File: src/rtl/t6507lp_alu_seq_pkg.sv
// t6507lp_alu_seq_pkg
// Shared definitions for the T6507LP ALU sequencer:
//   - immediate-mode opcode constants understood by the ALU
//   - bit positions of the flags in the ALU status byte
//   - sequencer state encodings
package t6507lp_alu_seq_pkg;

    localparam logic [7:0] ORA_IMM = 8'h09;
    localparam logic [7:0] AND_IMM = 8'h29;
    localparam logic [7:0] EOR_IMM = 8'h49;
    localparam logic [7:0] ADC_IMM = 8'h69;
    localparam logic [7:0] LDA_IMM = 8'hA9;
    localparam logic [7:0] CMP_IMM = 8'hC9;
    localparam logic [7:0] SBC_IMM = 8'hE9;

    localparam int C = 0;
    localparam int Z = 1;
    localparam int I = 2;
    localparam int D = 3;
    localparam int B = 4;
    localparam int V = 6;
    localparam int N = 7;

    typedef enum logic [2:0] {
        RST_HOLD = 3'd0,
        IDLE     = 3'd1,
        ISSUE    = 3'd2,
        WAIT     = 3'd3,
        RESP     = 3'd4
    } seq_state_t;

endpackage

File: src/rtl/t6507lp_rr_arb2.sv
// t6507lp_rr_arb2
// Two-way round-robin grant. A sole requester always wins; on a tie the port
// that was not granted last wins. The last-grant pointer advances only when
// the grant is actually consumed (advance high).
// Ports:
//   clk      in   clock, rising edge
//   rst      in   synchronous active-high reset; pointer resets to "port 1 last"
//   req      in   [1:0] request per port
//   advance  in   grant consumed this cycle
//   grant    out  [1:0] one-hot (or zero) grant, combinational from req
module t6507lp_rr_arb2 (
    input  logic       clk,
    input  logic       rst,
    input  logic [1:0] req,
    input  logic       advance,
    output logic [1:0] grant
);

    logic last;  // 1 = port 1 was granted last

    always_comb begin
        grant = 2'b00;
        if (req[0] && req[1]) begin
            grant = last ? 2'b01 : 2'b10;
        end else if (req[0]) begin
            grant = 2'b01;
        end else if (req[1]) begin
            grant = 2'b10;
        end
    end

    always_ff @(posedge clk) begin
        if (rst) begin
            last <= 1'b1;
        end else if (advance && (grant != 2'b00)) begin
            last <= grant[1];
        end
    end

endmodule

File: src/rtl/t6507lp_alu_seq.sv
// t6507lp_alu_seq
// Shares the single T6507LP ALU between the execution unit (port 0) and an
// optional debug requester (port 1). One command at a time: handshake, one
// ISSUE cycle with alu_enable_o, ALU_LATENCY WAIT cycles, one RESP cycle that
// strobes the owner's rsp valid. Also sequences the ALU's active-low reset.
// Optional feature macro: T6507LP_ALU_SEQ_DBG_PORT_EN (adds port 1 + arbiter).
// Ports:
//   clk_i, rst_i                 clock, synchronous active-high reset
//   reqN_valid_i/reqN_ready_o    command handshake per port
//   reqN_opcode_i, reqN_a_i      command opcode and operand per port
//   rspN_valid_o                 one-cycle response strobe per port
//   rsp_result_o, rsp_status_o   shared captured result/status
//   alu_n_rst_o, alu_enable_o    ALU reset (active-low) and enable pulse
//   alu_opcode_o, alu_a_o        command presented to the ALU
//   alu_result_i, alu_status_i   ALU outputs
module t6507lp_alu_seq
    import t6507lp_alu_seq_pkg::*;
#(
    parameter int ALU_LATENCY     = 1,
    parameter int RST_HOLD_CYCLES = 2
) (
    input  logic       clk_i,
    input  logic       rst_i,
    input  logic       req0_valid_i,
    output logic       req0_ready_o,
    input  logic [7:0] req0_opcode_i,
    input  logic [7:0] req0_a_i,
`ifdef T6507LP_ALU_SEQ_DBG_PORT_EN
    input  logic       req1_valid_i,
    output logic       req1_ready_o,
    input  logic [7:0] req1_opcode_i,
    input  logic [7:0] req1_a_i,
    output logic       rsp1_valid_o,
`endif
    output logic       rsp0_valid_o,
    output logic [7:0] rsp_result_o,
    output logic [7:0] rsp_status_o,
    output logic       alu_n_rst_o,
    output logic       alu_enable_o,
    output logic [7:0] alu_opcode_o,
    output logic [7:0] alu_a_o,
    input  logic [7:0] alu_result_i,
    input  logic [7:0] alu_status_i
);

    localparam logic [1:0] WAIT_INIT = 2'(ALU_LATENCY - 1);
    localparam logic [2:0] HOLD_INIT = 3'(RST_HOLD_CYCLES - 1);

    seq_state_t state, state_nxt;
    logic [2:0] hold_cnt;
    logic [1:0] wait_cnt;
    logic       idle;
    logic       handshake;
    logic       owner;
    logic [7:0] sel_opcode;
    logic [7:0] sel_a;

    assign idle = (state == IDLE);

`ifdef T6507LP_ALU_SEQ_DBG_PORT_EN
    logic [1:0] grant;

    t6507lp_rr_arb2 u_arb (
        .clk     (clk_i),
        .rst     (rst_i),
        .req     ({req1_valid_i, req0_valid_i}),
        .advance (handshake),
        .grant   (grant)
    );

    assign req0_ready_o = idle & grant[0];
    assign req1_ready_o = idle & grant[1];
    assign handshake    = (req0_ready_o & req0_valid_i) | (req1_ready_o & req1_valid_i);
    assign sel_opcode   = grant[1] ? req1_opcode_i : req0_opcode_i;
    assign sel_a        = grant[1] ? req1_a_i      : req0_a_i;
    assign rsp1_valid_o = (state == RESP) & owner;

    // Owner id: which port the in-flight command belongs to.
    always_ff @(posedge clk_i) begin
        if (rst_i) begin
            owner <= 1'b0;
        end else if (handshake) begin
            owner <= grant[1];
        end
    end
`else
    assign req0_ready_o = idle;
    assign handshake    = idle & req0_valid_i;
    assign sel_opcode   = req0_opcode_i;
    assign sel_a        = req0_a_i;
    assign owner        = 1'b0;
`endif

    assign rsp0_valid_o = (state == RESP) & ~owner;
    assign alu_enable_o = (state == ISSUE);
    assign alu_n_rst_o  = (state != RST_HOLD);

    always_ff @(posedge clk_i) begin
        if (rst_i) begin
            state        <= RST_HOLD;
            hold_cnt     <= HOLD_INIT;
            wait_cnt     <= 2'd0;
            alu_opcode_o <= 8'h00;
            alu_a_o      <= 8'h00;
            rsp_result_o <= 8'h00;
            rsp_status_o <= 8'h00;
        end else begin
            state <= state_nxt;
            if ((state == RST_HOLD) && (hold_cnt != 3'd0)) begin
                hold_cnt <= hold_cnt - 3'd1;
            end
            // Latched command drives the ALU directly and holds until the next one.
            if (handshake) begin
                alu_opcode_o <= sel_opcode;
                alu_a_o      <= sel_a;
            end
            if (state == ISSUE) begin
                wait_cnt <= WAIT_INIT;
            end else if ((state == WAIT) && (wait_cnt != 2'd0)) begin
                wait_cnt <= wait_cnt - 2'd1;
            end
            if ((state == WAIT) && (wait_cnt == 2'd0)) begin
                rsp_result_o <= alu_result_i;
                rsp_status_o <= alu_status_i;
            end
        end
    end

    always_comb begin
        state_nxt = state;
        case (state)
            RST_HOLD: if (hold_cnt == 3'd0) state_nxt = IDLE;
            IDLE:     if (handshake) state_nxt = ISSUE;
            ISSUE:    state_nxt = WAIT;
            WAIT:     if (wait_cnt == 2'd0) state_nxt = RESP;
            RESP:     state_nxt = IDLE;
            default:  state_nxt = RST_HOLD;
        endcase
    end

endmodule

File: config.mk
export PLATFORM = sky130hd
export DESIGN_NAME = t6507lp_alu_seq
export DESIGN_NICKNAME = d
export VERILOG_FILES = /design/src/rtl/t6507lp_alu_seq_pkg.sv /design/src/rtl/t6507lp_rr_arb2.sv /design/src/rtl/t6507lp_alu_seq.sv
export SDC_FILE = /design/constraint.sdc
export NUM_CORES = 1
export LEC_CHECK = 0
export ABC_AREA = 1
export CORE_UTILIZATION = 40
export DETAILED_ROUTE_END_ITERATION = 6
export PLACE_DENSITY_LB_ADDON = 0.3
export SYNTH_ARGS = -nofsm -noshare
export SYNTH_HDL_FRONTEND = slang
export SYNTH_SLANG_ARGS = --single-unit
export TNS_END_PERCENT = 5
File: constraint.sdc
create_clock -name clk_i -period 1.6 [get_ports clk_i]
set_input_delay 0.32 -clock clk_i [delete_from_list [all_inputs] [get_ports clk_i]]
set_output_delay 0.32 -clock clk_i [all_outputs]
set_load 0.01 [all_outputs]
==> out/metrics.yaml, run 1 <==
synthesis:
  synth_top_area_share_pct: 46.89
  yosys_register_bits: 40
  netlist_area_sq_um: 1708
  ys_seq_area_share_pct: 46.89
  synthTopCellsByArea: "dfxtp_1 (47%), nor2_1 (8.4%), nand3_2 (6.4%)"
  synth_fp_nets: 241
  synth_cell_type_count: 22
  synth_area_per_cell_sq_um: 8.413
  syn_inst: 203
  yosysWarnings: 0
  synth_top_cell_by_area: "dfxtp_1"
floorplanning:
  die_w_um: 67.35
  core_sq_um: 4058
  dieHeight_um: 67.35
  rows: 23
  start_util_pct: 42.09
  die_area_sq_um: 4535
  num_io_pins: 71
layout:
  drive_gt1_share_pct: 16.79
  fin_cells: 330
  design_area_sq_um: 2526
  nets: 318
  finish.utilization_pct: 62.26
  mostFrequentLayoutCells: "clkdlybuf4s50_1 (66), nor2_1 (38), dfxtp_1 (38), nand2_1 (24), o21ai_0 (19)"
  layout_commonest_cell: "clkdlybuf4s50_1"
  layout-area-overhead-vs-synth_pct: 47.91
  num_antenna_cells: 0
detailed_routing:
  final_antenna_net_count: 0
  wl_um: 3500
  first_pass_iters: 4
  drt-wirelength-per-cell_um: 10.61
  drtIter0Drc: 69
  dr_total_vias: 1508
  vias_per_cell: 4.570
  drcViolationCount: 0
placement:
  gp_congestion: 0.7904
  dp_hpwl_um: 2490
  place_ws_ps: 49.21
  port_buffers: 70
  placed_cell_area_sq_um: 2445
  dp_cells: 323
timing:
  post-route-period-util_pct: 96.23
  min_period_ps: 1540
  hold_viol: 0
  slew_headroom_pct: 77.65
  setup_viol: 0
  hold_slack_ps: 454.8
  slew_viol_final: 0
  fmax_mhz: 649.5
  tightest_slew_ps: 334.0
  fin_skew_ps: 4.393
  layout_setup_ws_ps: 60.37
pwr:
  powerDensity_nw_per_um2: 1194
  vdd_drop_max_uv: 699.4
  p_leak_uw: 0.0009628
worst_setup_path:
  cp-end-kind: "output port"
  crit_type: "register to output port"
  slowest_stage: "dfxtp_1"
  cp.required_ps: 1280
  worstPathArrival_ps: 1220
  critPathTopFamily: "buffers and inverters"
  startpoint: "state[2]"
  cp_cell_sequence: "inv_1 -> nor3_1 -> dlygate4sd2_1"
  crit_path_max_incr_delay_ps: 360
  start_kind: "register"
  r2r-start: "hold_cnt[0]"
  cp_num_buf_inv: 2
  cp_max_fo: 4
clock_tree:
  clkSinkCount: 40
  cts_htree_levels: 2
  clock-root-buffer: "clkbuf_8"
  cts_tree: "built"
  clk_pin_slew_ps: 70
  clock_latency_ps: 280
  cts_buffers: 5
  clockBufferDepth: 2
  cts_hold_buf: 0
run:
  drv_cap: 0
global_route:
  grt_pass1_wl_um: 5720
  grt_pass1_vias: 1330
  grt_overflow: 0
  grt_max_degree: 23
  antenna_found_initial: 0
  grtUsageTotal_pct: 17.18
worst_hold_path:
  holdCritPathClass: "register to register"
  hold_start: "wait_cnt[1]"
outcome:
  status: "finished, final reports clean"
## report_power, final
group          internal [uW]  total [uW]  switching (uW)
clock network            296         614             317
registers               1170        1270            95.5
logic                    564        1140             574
total                   2030        3020             987
## per-stage QoR
| step | TNS (ps) | total power (uW) |
|---|---|---|
| floorplan | 0 | 1946 |
| global placement | 0 | 2429 |
| detailed placement | 0 | 2446 |
| CTS | 0 | 3049 |
| global route | -35.30 | 3268 |
| finish | 0 | 3017 |
## path summary, 6_finish.rpt
kind | depth (start not counted) | to | slack (ps)
setup / recovery | 3 | rsp0_valid_o | 60
hold / removal | 2 | wait_cnt[1] | 450
setup reg to reg | 7 | hold_cnt[2] | 230
hold reg to reg | 2 | wait_cnt[1] | 450
## tightest hold or removal path: stages (launching register included)
cell and delay (ps):
dfxtp_1 300, inv_1 60, a21oi_1 50
## metal layers
metal  global-route usage (%)  part of all wire [%]  up-vias  wire length, um
met5                        0                     0        -                0
met4                    7.181                   1.5        0               53
met3                    7.939                   9.9        6              345
met2                    26.63                    43       57             1517
met1                    20.31                    45      642             1585
li1                         -                     -      803                -
## logic make-up (layout without fill, tap and decap cells)
kind of cell | count (synthesis) | after routing | synth area share [%]
flops | 40 | 40 | 46.89
fa+ha+maj | 3 | 3 | 2.198
buf+inv | 28 | 105 | 10.11
compound gates | 41 | 41 | 14.21
simple gates | 91 | 91 | 26.59
## state kept, by name (all words and copies together), names as in the netlist
register	cells
alu_opcode_o	8
state	3
alu_a_o	8
hold_cnt	3
rsp_result_o	8
rsp_status_o	8
wait_cnt	2
## cell usage after synthesis (all sizes together)
cell and n:
dfxtp 40, nand3 25, inv 17, o21ai 19, nor2 40, nor3 1, ha 3, buf 7
clkbuf 4, nand2 25, a21oi 22
## repair_timing
action,in CTS,in global routing
gates resized for setup,6,2
endpoints found under the setup margin,4,4
buffers inserted,0,0
## cell type report
class | count | area (sq um)
clock buffer | 6 | 72.57
clock inverter | 1 | 5.005
fill | 383 | 1531
inverter | 17 | 63.81
multi-input combinational | 135 | 739.5
sequential | 40 | 803.3
tap | 50 | 62.56
timing repair buffer | 81 | 779.5
Power figures use the tool's default switching activity.
==> run 2: changes to the inputs <==
CORE_MARGIN = 5   (was unset)
==> out/metrics.yaml, run 2 (synthesis results as in run 1) <==
worst_setup_path:
  cp.required_ps: 1280  # about the same
  crit_type: "register to output port"  # unchanged
  slowest_stage: "clkdlybuf4s50_1"  # was dfxtp_1
  r2r-start: "hold_cnt[0]"  # unchanged
  worstPathArrival_ps: 1190  # was 1220 ps
  critPathTopFamily: "buffers and inverters"  # unchanged
  start_kind: "register"  # unchanged
  cp_num_buf_inv: 1  # was 2
  rr_endpoint: "hold_cnt[1]"  # was hold_cnt[2]
  r2r_cells: 7  # unchanged
  r2r_setup_slack_ps: 210  # was 230 ps
  path_depth: 1  # was 3
  cp_cell_sequence: "clkdlybuf4s50_1"  # was inv_1 -> nor3_1 -> dlygate4sd2_1
  startpoint: "alu_a_o[7]"  # was state[2]
  endpoint: "alu_a_o[7]"  # was rsp0_valid_o
  cp_max_fo: 2  # was 4
  crit_path_max_incr_delay_ps: 560  # was 360 ps
  cp-end-kind: "output port"  # unchanged
clock_tree:
  clockBufferDepth: 2  # unchanged
  cts-resized-gates: 9  # was 6
  cts_buffers: 5  # unchanged
  clock_latency_ps: 290  # was 280 ps
  clock-root-buffer: "clkbuf_8"  # unchanged
  clkSinkCount: 40  # unchanged
  cts_tree: "built"  # unchanged
  cts_hold_buf: 0  # unchanged
  cts_setup_buffers: 0  # unchanged
  cts_htree_levels: 2  # unchanged
  clk_pin_slew_ps: 80  # was 70 ps
floorplanning:
  num_io_pins: 71  # unchanged
  die_area_sq_um: 5677  # was 4535 sq um
  start_util_pct: 42.09  # unchanged
  dieHeight_um: 75.35  # was 67.35 um
  core_sq_um: 4058  # unchanged
  die_w_um: 75.35  # was 67.35 um
  rows: 23  # unchanged
timing:
  post-route-period-util_pct: 94.24  # was 96.23%
  slew_viol_final: 0  # unchanged
  hold_viol: 0  # unchanged
  setup_tns_ps: 0  # unchanged
  fin_skew_ps: 6.212  # was 4.393 ps
  tightest_slew_ps: 326.5  # was 334.0 ps
  fmax_mhz: 663.2  # was 649.5 MHz
  min_period_ps: 1508  # was 1540 ps
  rsz0062_at_grt: "no"
  setup_viol: 0  # unchanged
  slew_headroom_pct: 78.15  # was 77.65%
  hold_slack_ps: 453.1  # was 454.8 ps
pwr:
  p_leak_uw: 0.0009627  # was 0.0009628 uW
  powerDensity_nw_per_um2: 1234  # was 1194 nW/um^2
  combPwrFrac_pct: 37.4  # was 37.7%
  p_int_uw: 2100  # was 2030 uW
  power_frac_seq_pct: 40.5  # was 41.9%
  switching_share_pct: 32.77  # was 32.71%
  pwr-share-clk_pct: 22.1  # was 20.3%
  vdd_drop_max_uv: 680.9  # was 699.4 uV
  p_switching_uw: 1024  # was 986.7 uW
layout:
  drive_gt1_share_pct: 16.91  # was 16.79%
  mostFrequentLayoutCells: "clkdlybuf4s50_1 (66), nor2_1 (38), dfxtp_1 (37), nand2_1 (24), o21ai_0 (19)"  # was clkdlybuf4s50_1 (66), nor2_1 (38), dfxtp_1 (38), nand2_1 (24), o21ai_0 (19)
  num_antenna_cells: 0  # unchanged
  regArea_sq_um: 807.0  # was 803.3 sq um
  layout-area-overhead-vs-synth_pct: 48.21  # was 47.91%
  final.fill_count: 390  # was 383
  multiInputGateArea_sq_um: 739.5  # unchanged
  layout_commonest_cell: "clkdlybuf4s50_1"  # unchanged
  nets: 315  # was 318
global_route:
  antenna_found_initial: 0  # unchanged
  grt_pass1_vias: 1463  # was 1330
  grt_pass1_wl_um: 6389  # was 5720 um
  grt_overflow: 0  # unchanged
  grtUsageTotal_pct: 14.81  # was 17.18%
  grt_max_degree: 23  # unchanged
worst_hold_path:
  holdCritPathClass: "register to register"  # unchanged
  min_path_cells: 2  # unchanged
placement:
  port_buffers: 70  # unchanged
  gp_congestion: 0.8021  # was 0.7904
  dp_hpwl_um: 2877  # was 2490 um
detailed_routing:
  drtIter0Drc: 70  # was 69
  wl_um: 3886  # was 3500 um
  final_antenna_net_count: 0  # unchanged
  drcViolationCount: 0  # unchanged
  vias_per_cell: 4.698  # was 4.570
  drt-wirelength-per-cell_um: 11.85  # was 10.61 um
  dr_total_vias: 1541  # was 1508
  first_pass_iters: 4  # unchanged
run:
  drv_cap: 0  # unchanged
outcome:
  status: "finished, final reports clean"  # unchanged
-- run 2: how the worst min path moves through the flow --
stage | from | to | slack (ps)
2_1_floorplan | wait_cnt[1] | wait_cnt[1] | 430
3_3_place_gp | hold_cnt[1] | hold_cnt[1] | 440
3_5_place_dp | wait_cnt[1] | wait_cnt[1] | 450
4_1_cts | wait_cnt[1] | wait_cnt[1] | 460
5_1_grt | rsp_result_o[0] | rsp_result_o[0] | 480
6_report | wait_cnt[1] | wait_cnt[1] | 450
-- run 2: power groups by stage --
stage          Clock (uW)  Sequential, uW  Combinational (uW)
2_1_floorplan           0            1330                 617
3_3_place_gp            0            1270                1180
3_5_place_dp            0            1280                1200
4_1_cts               710            1270                1180
5_1_grt               755            1290                1320
6_report              691            1260                1170
-- run 2: routing by layer --
layer,track usage [%],vias up,share of wire (%)
met5,0,-,0
met4,4.660,0,0.95
met3,8.575,5,14
met2,24.26,60,42
met1,16.21,674,43
li1,-,802,-
-- run 2: metrics by stage --
step / util, % / cells / power, uW / setup slack [ps] / area, sq um
floorplan: - / 203 / 1946 / 290.6 / 1708
global placement: 60.01 / 320 / 2455 / 91.47 / 2435
detailed placement: 60.01 / 320 / 2482 / 48.05 / 2435
CTS: 62.26 / 328 / 3156 / 70.18 / 2526
global route: 62.38 / 328 / 3370 / 42.38 / 2531
finish: 62.38 / 328 / 3124 / 92.21 / 2531
-- run 2: layout make-up --
type | count | area share [%]
Timing Repair Buffer | 78 | 30.35
Sequential cell | 40 | 31.88
Clock buffer | 8 | 3.559
Inverter | 17 | 2.521
Multi-Input combinational cell | 135 | 29.21
Tap cell | 50 | 2.472
==> run 3: changes to the inputs <==
CAP_MARGIN = 30   (was unset)
==> results of run 3 <==
The final DEF is identical to that of run 2; final timing and power are the same.
==> edit, RTL diff (settings of run 1) <==
Put one more register stage on the output `rsp_status_o`, with the module's reset. The value now appears one clock later. The other outputs are not delayed to match.
--- a/src/rtl/t6507lp_alu_seq.sv
+++ b/src/rtl/t6507lp_alu_seq.sv
@@ -46,4 +46,6 @@
     localparam logic [1:0] WAIT_INIT = 2'(ALU_LATENCY - 1);
     localparam logic [2:0] HOLD_INIT = 3'(RST_HOLD_CYCLES - 1);
+
+    logic [7:0] rsp_status_s0;
 
     seq_state_t state, state_nxt;
@@ -104,5 +106,5 @@
             alu_a_o      <= 8'h00;
             rsp_result_o <= 8'h00;
-            rsp_status_o <= 8'h00;
+            rsp_status_s0 <= 8'h00;
         end else begin
             state <= state_nxt;
@@ -122,5 +124,5 @@
             if ((state == WAIT) && (wait_cnt == 2'd0)) begin
                 rsp_result_o <= alu_result_i;
-                rsp_status_o <= alu_status_i;
+                rsp_status_s0 <= alu_status_i;
             end
         end
@@ -139,4 +141,12 @@
     end
 
+    always_ff @(posedge clk_i) begin
+        if (rst_i) begin
+            rsp_status_o <= '0;
+        end else begin
+            rsp_status_o <= rsp_status_s0;
+        end
+    end
+
 endmodule
 
Formal check against the unedited RTL: not equivalent (a bounded check fails within 10 cycles, from zero or initial values and one cycle with rst_i high).
==> edit against run 1 <==
Register-to-register slack got worse by 0.02 ns; clock power grew 92%; worst setup slack improved by 0.018 ns; synthesized cell count is 7.9% higher; wire length is 11% higher; global-route usage is 0.16 points lower; power up 26%; first-iteration DRC count increased by 30%; cell area rose by 6.7%; area after synthesis increased by 4.7%; sequential share of layout area grew 4.1 points; sequential cell count grew 8.
==> edit: results (changes against run 1) <==
Global routing
  • First-pass GRT wire length: 5837 µm (+2.0%)
  • Vias in the first global route: 1,337 (+0.53%)
  • Met2 GRT Util: 0.2840 (+0.01773)
  • Initial antenna violation count: 0 (unchanged)
  • Met1 Use GR: 0.1992 (-0.003898)
  • GR met3 Demand/Resource: 0.04112 (-0.03827)
  • GRT Overall Usage: 0.1701 (-0.001636)
  • Largest net degree at the start of global routing: 31 (+35%)

Setup path
  • Crit. Startpoint: state[0]$_SDFFE_PP0P_
  • CP peak stage delay: 0.37 ns
  • Slowest-stage cell, CP: dfxtp_2
  • Worst r2r src: state[1]$_SDFFE_PP0P_
  • Crit-path leading delay family: buffers and inverters
  • R2R depth: 5 (-2)
  • Worst endpoint data arrival time: 1.20 ns (-0.02 ns)
  • Flop-to-flop setup slack: 0.21 ns (-0.02 ns)
  • RR Endpoint: rsp_status_s0[1]$_SDFFE_PP0P_
  • CP max FO: 5 (+1)

Detailed routing
  • Vias after detailed routing: 1,577 (+4.6%)
  • DRC marker count from the first detailed-route iteration: 90 (+30%)
  • Final WL: 3890 µm (+11%)

Worst hold path
  • Hold Crit Endpoint: rsp_status_o[4]$_SDFF_PP0_
  • Hold depth: 2 (unchanged)
  • HP Start: rsp_status_s0[4]$_SDFFE_PP0P_

Placed design
  • RePlAce Congestion: 0.7660 (-3.1%)
  • DP Wirelength: 2640 µm (+6.0%)
  • Placement Setup Slack: 0.05115 ns (+0.001940 ns)
  • Placement Cell Area: 2530 µm² (+3.5%)

Timing
  • WHS: 0.4327 ns (-0.02210 ns)
  • Clock Skew: 0.005798 ns (+0.001405 ns)
  • Worst rel slew slack: 0.7166 (-0.05988)

Layout
  • Layout Cells excl Fill: 343 (+3.9%)
  • Fill cells: 369 (-3.7%)
  • Diode count: 0 (unchanged)
  • Layout cells sized above 1: 0.09215 (-0.07571)
  • Layout net count: 330 (+3.8%)

Logic synthesis
  • Distinct cells, synth: 22 (unchanged)
  • Top cells by count, synth: dfxtp_1 (48), nor2_1 (46), inv_1 (23)
  • Area contributors post-synth: dfxtp_1 (54%), nor2_1 (9.7%), a21oi_1 (6.2%)
  • Synthesized Nets: 257 (+6.6%)
  • Post-synthesis sequential area ratio: 0.5374 (+0.06857)
  • Syn Area/Cell: 8.164 µm² (-3.0%)

Power and ir drop
  • Lkg Pwr: 1.072 nW (+11%)
  • Max VDD drop: 0.0009994 V (+43%)

Clock network
  • Worst skew pair latency: 0.30 ns (+0.02 ns)
  • Post-CTS Setup Bufs: 0 (unchanged)
  • Num CTS Buffers: 5 (unchanged)
  • H-tree depth: 2 (unchanged)
  • Max Buffers Root-to-Sink: 2 (unchanged)
  • Post-cts sizing count: 9 (+3)
  • CTS clock-pin slew for the worst setup and hold paths: 0.09 ns (+0.02 ns)
  • CTS root buf: clkbuf_8

Status
  • Outcome: completed
[edit: cell types whose count changed after synthesis, moves of 2 or more]
cell      delta
a21oi_2     -10
o21ai_1      +8
clkbuf_8     -2
nand3_2     -11
nand3_1      +3
dfxtp_1      +8
nor2_1       +8
inv_1        +8
nand2_1      -8
a21oi_1     +10
[edit: how the worst max path moves through the flow]
stage | end | slack (ns) | depth (start not counted)
CTS | alu_enable_o | 0.06 | 4
floorplan | hold_cnt[1]$_SDFFE_PP0P_ | 0.31 | 7
global route | req0_ready_o | 0.003 | 5
global placement | rsp0_valid_o | 0.07 | 3
detailed placement | rsp0_valid_o | 0.05 | 3
finish | req0_ready_o | 0.08 | 5
[edit: cells by family (layout without fill, tap and decap cells)]
kind of cell | count (synthesis) | in the layout | share of synthesized area
AND/OR/NAND/NOR | 83 | 83 | 0.2008
AO/OA/AOI/OAI | 49 | 49 | 0.1372
flip-flops | 48 | 48 | 0.5374
buffers and inverters | 36 | 110 | 0.1036
adder cells (fa/ha/maj) | 3 | 3 | 0.02100
[edit: power breakdown]
part	internal (mW)	switching (mW)
Clock	0.781	0.402
Combinational	0.549	0.581
Sequential	1.39	0.0994
[edit: layer usage]
layer	vias to the layer above	wire [µm]
met4	0	62
met1	699	1858
li1	841	-
met5	-	0
met3	5	158
met2	32	1810
[edit: final cells by class]
class                      count  area (µm²)  area share
multi-input combinational    135       646.9      0.2400
timing repair buffer          77       760.7      0.2823
tap                           50       62.56     0.02321
clock buffer                   5       68.82     0.02553
inverter                      25       98.84     0.03668
clock inverter                 3       90.09     0.03343
sequential                    48       967.2      0.3589
[edit: worst reg2reg max path, delay by kind of cell (launching register included)]
family | cells | cell delay, ns
flip-flops | 1 | 0.39
AO/OA/AOI/OAI | 2 | 0.32
AND/OR/NAND/NOR | 3 | 0.58
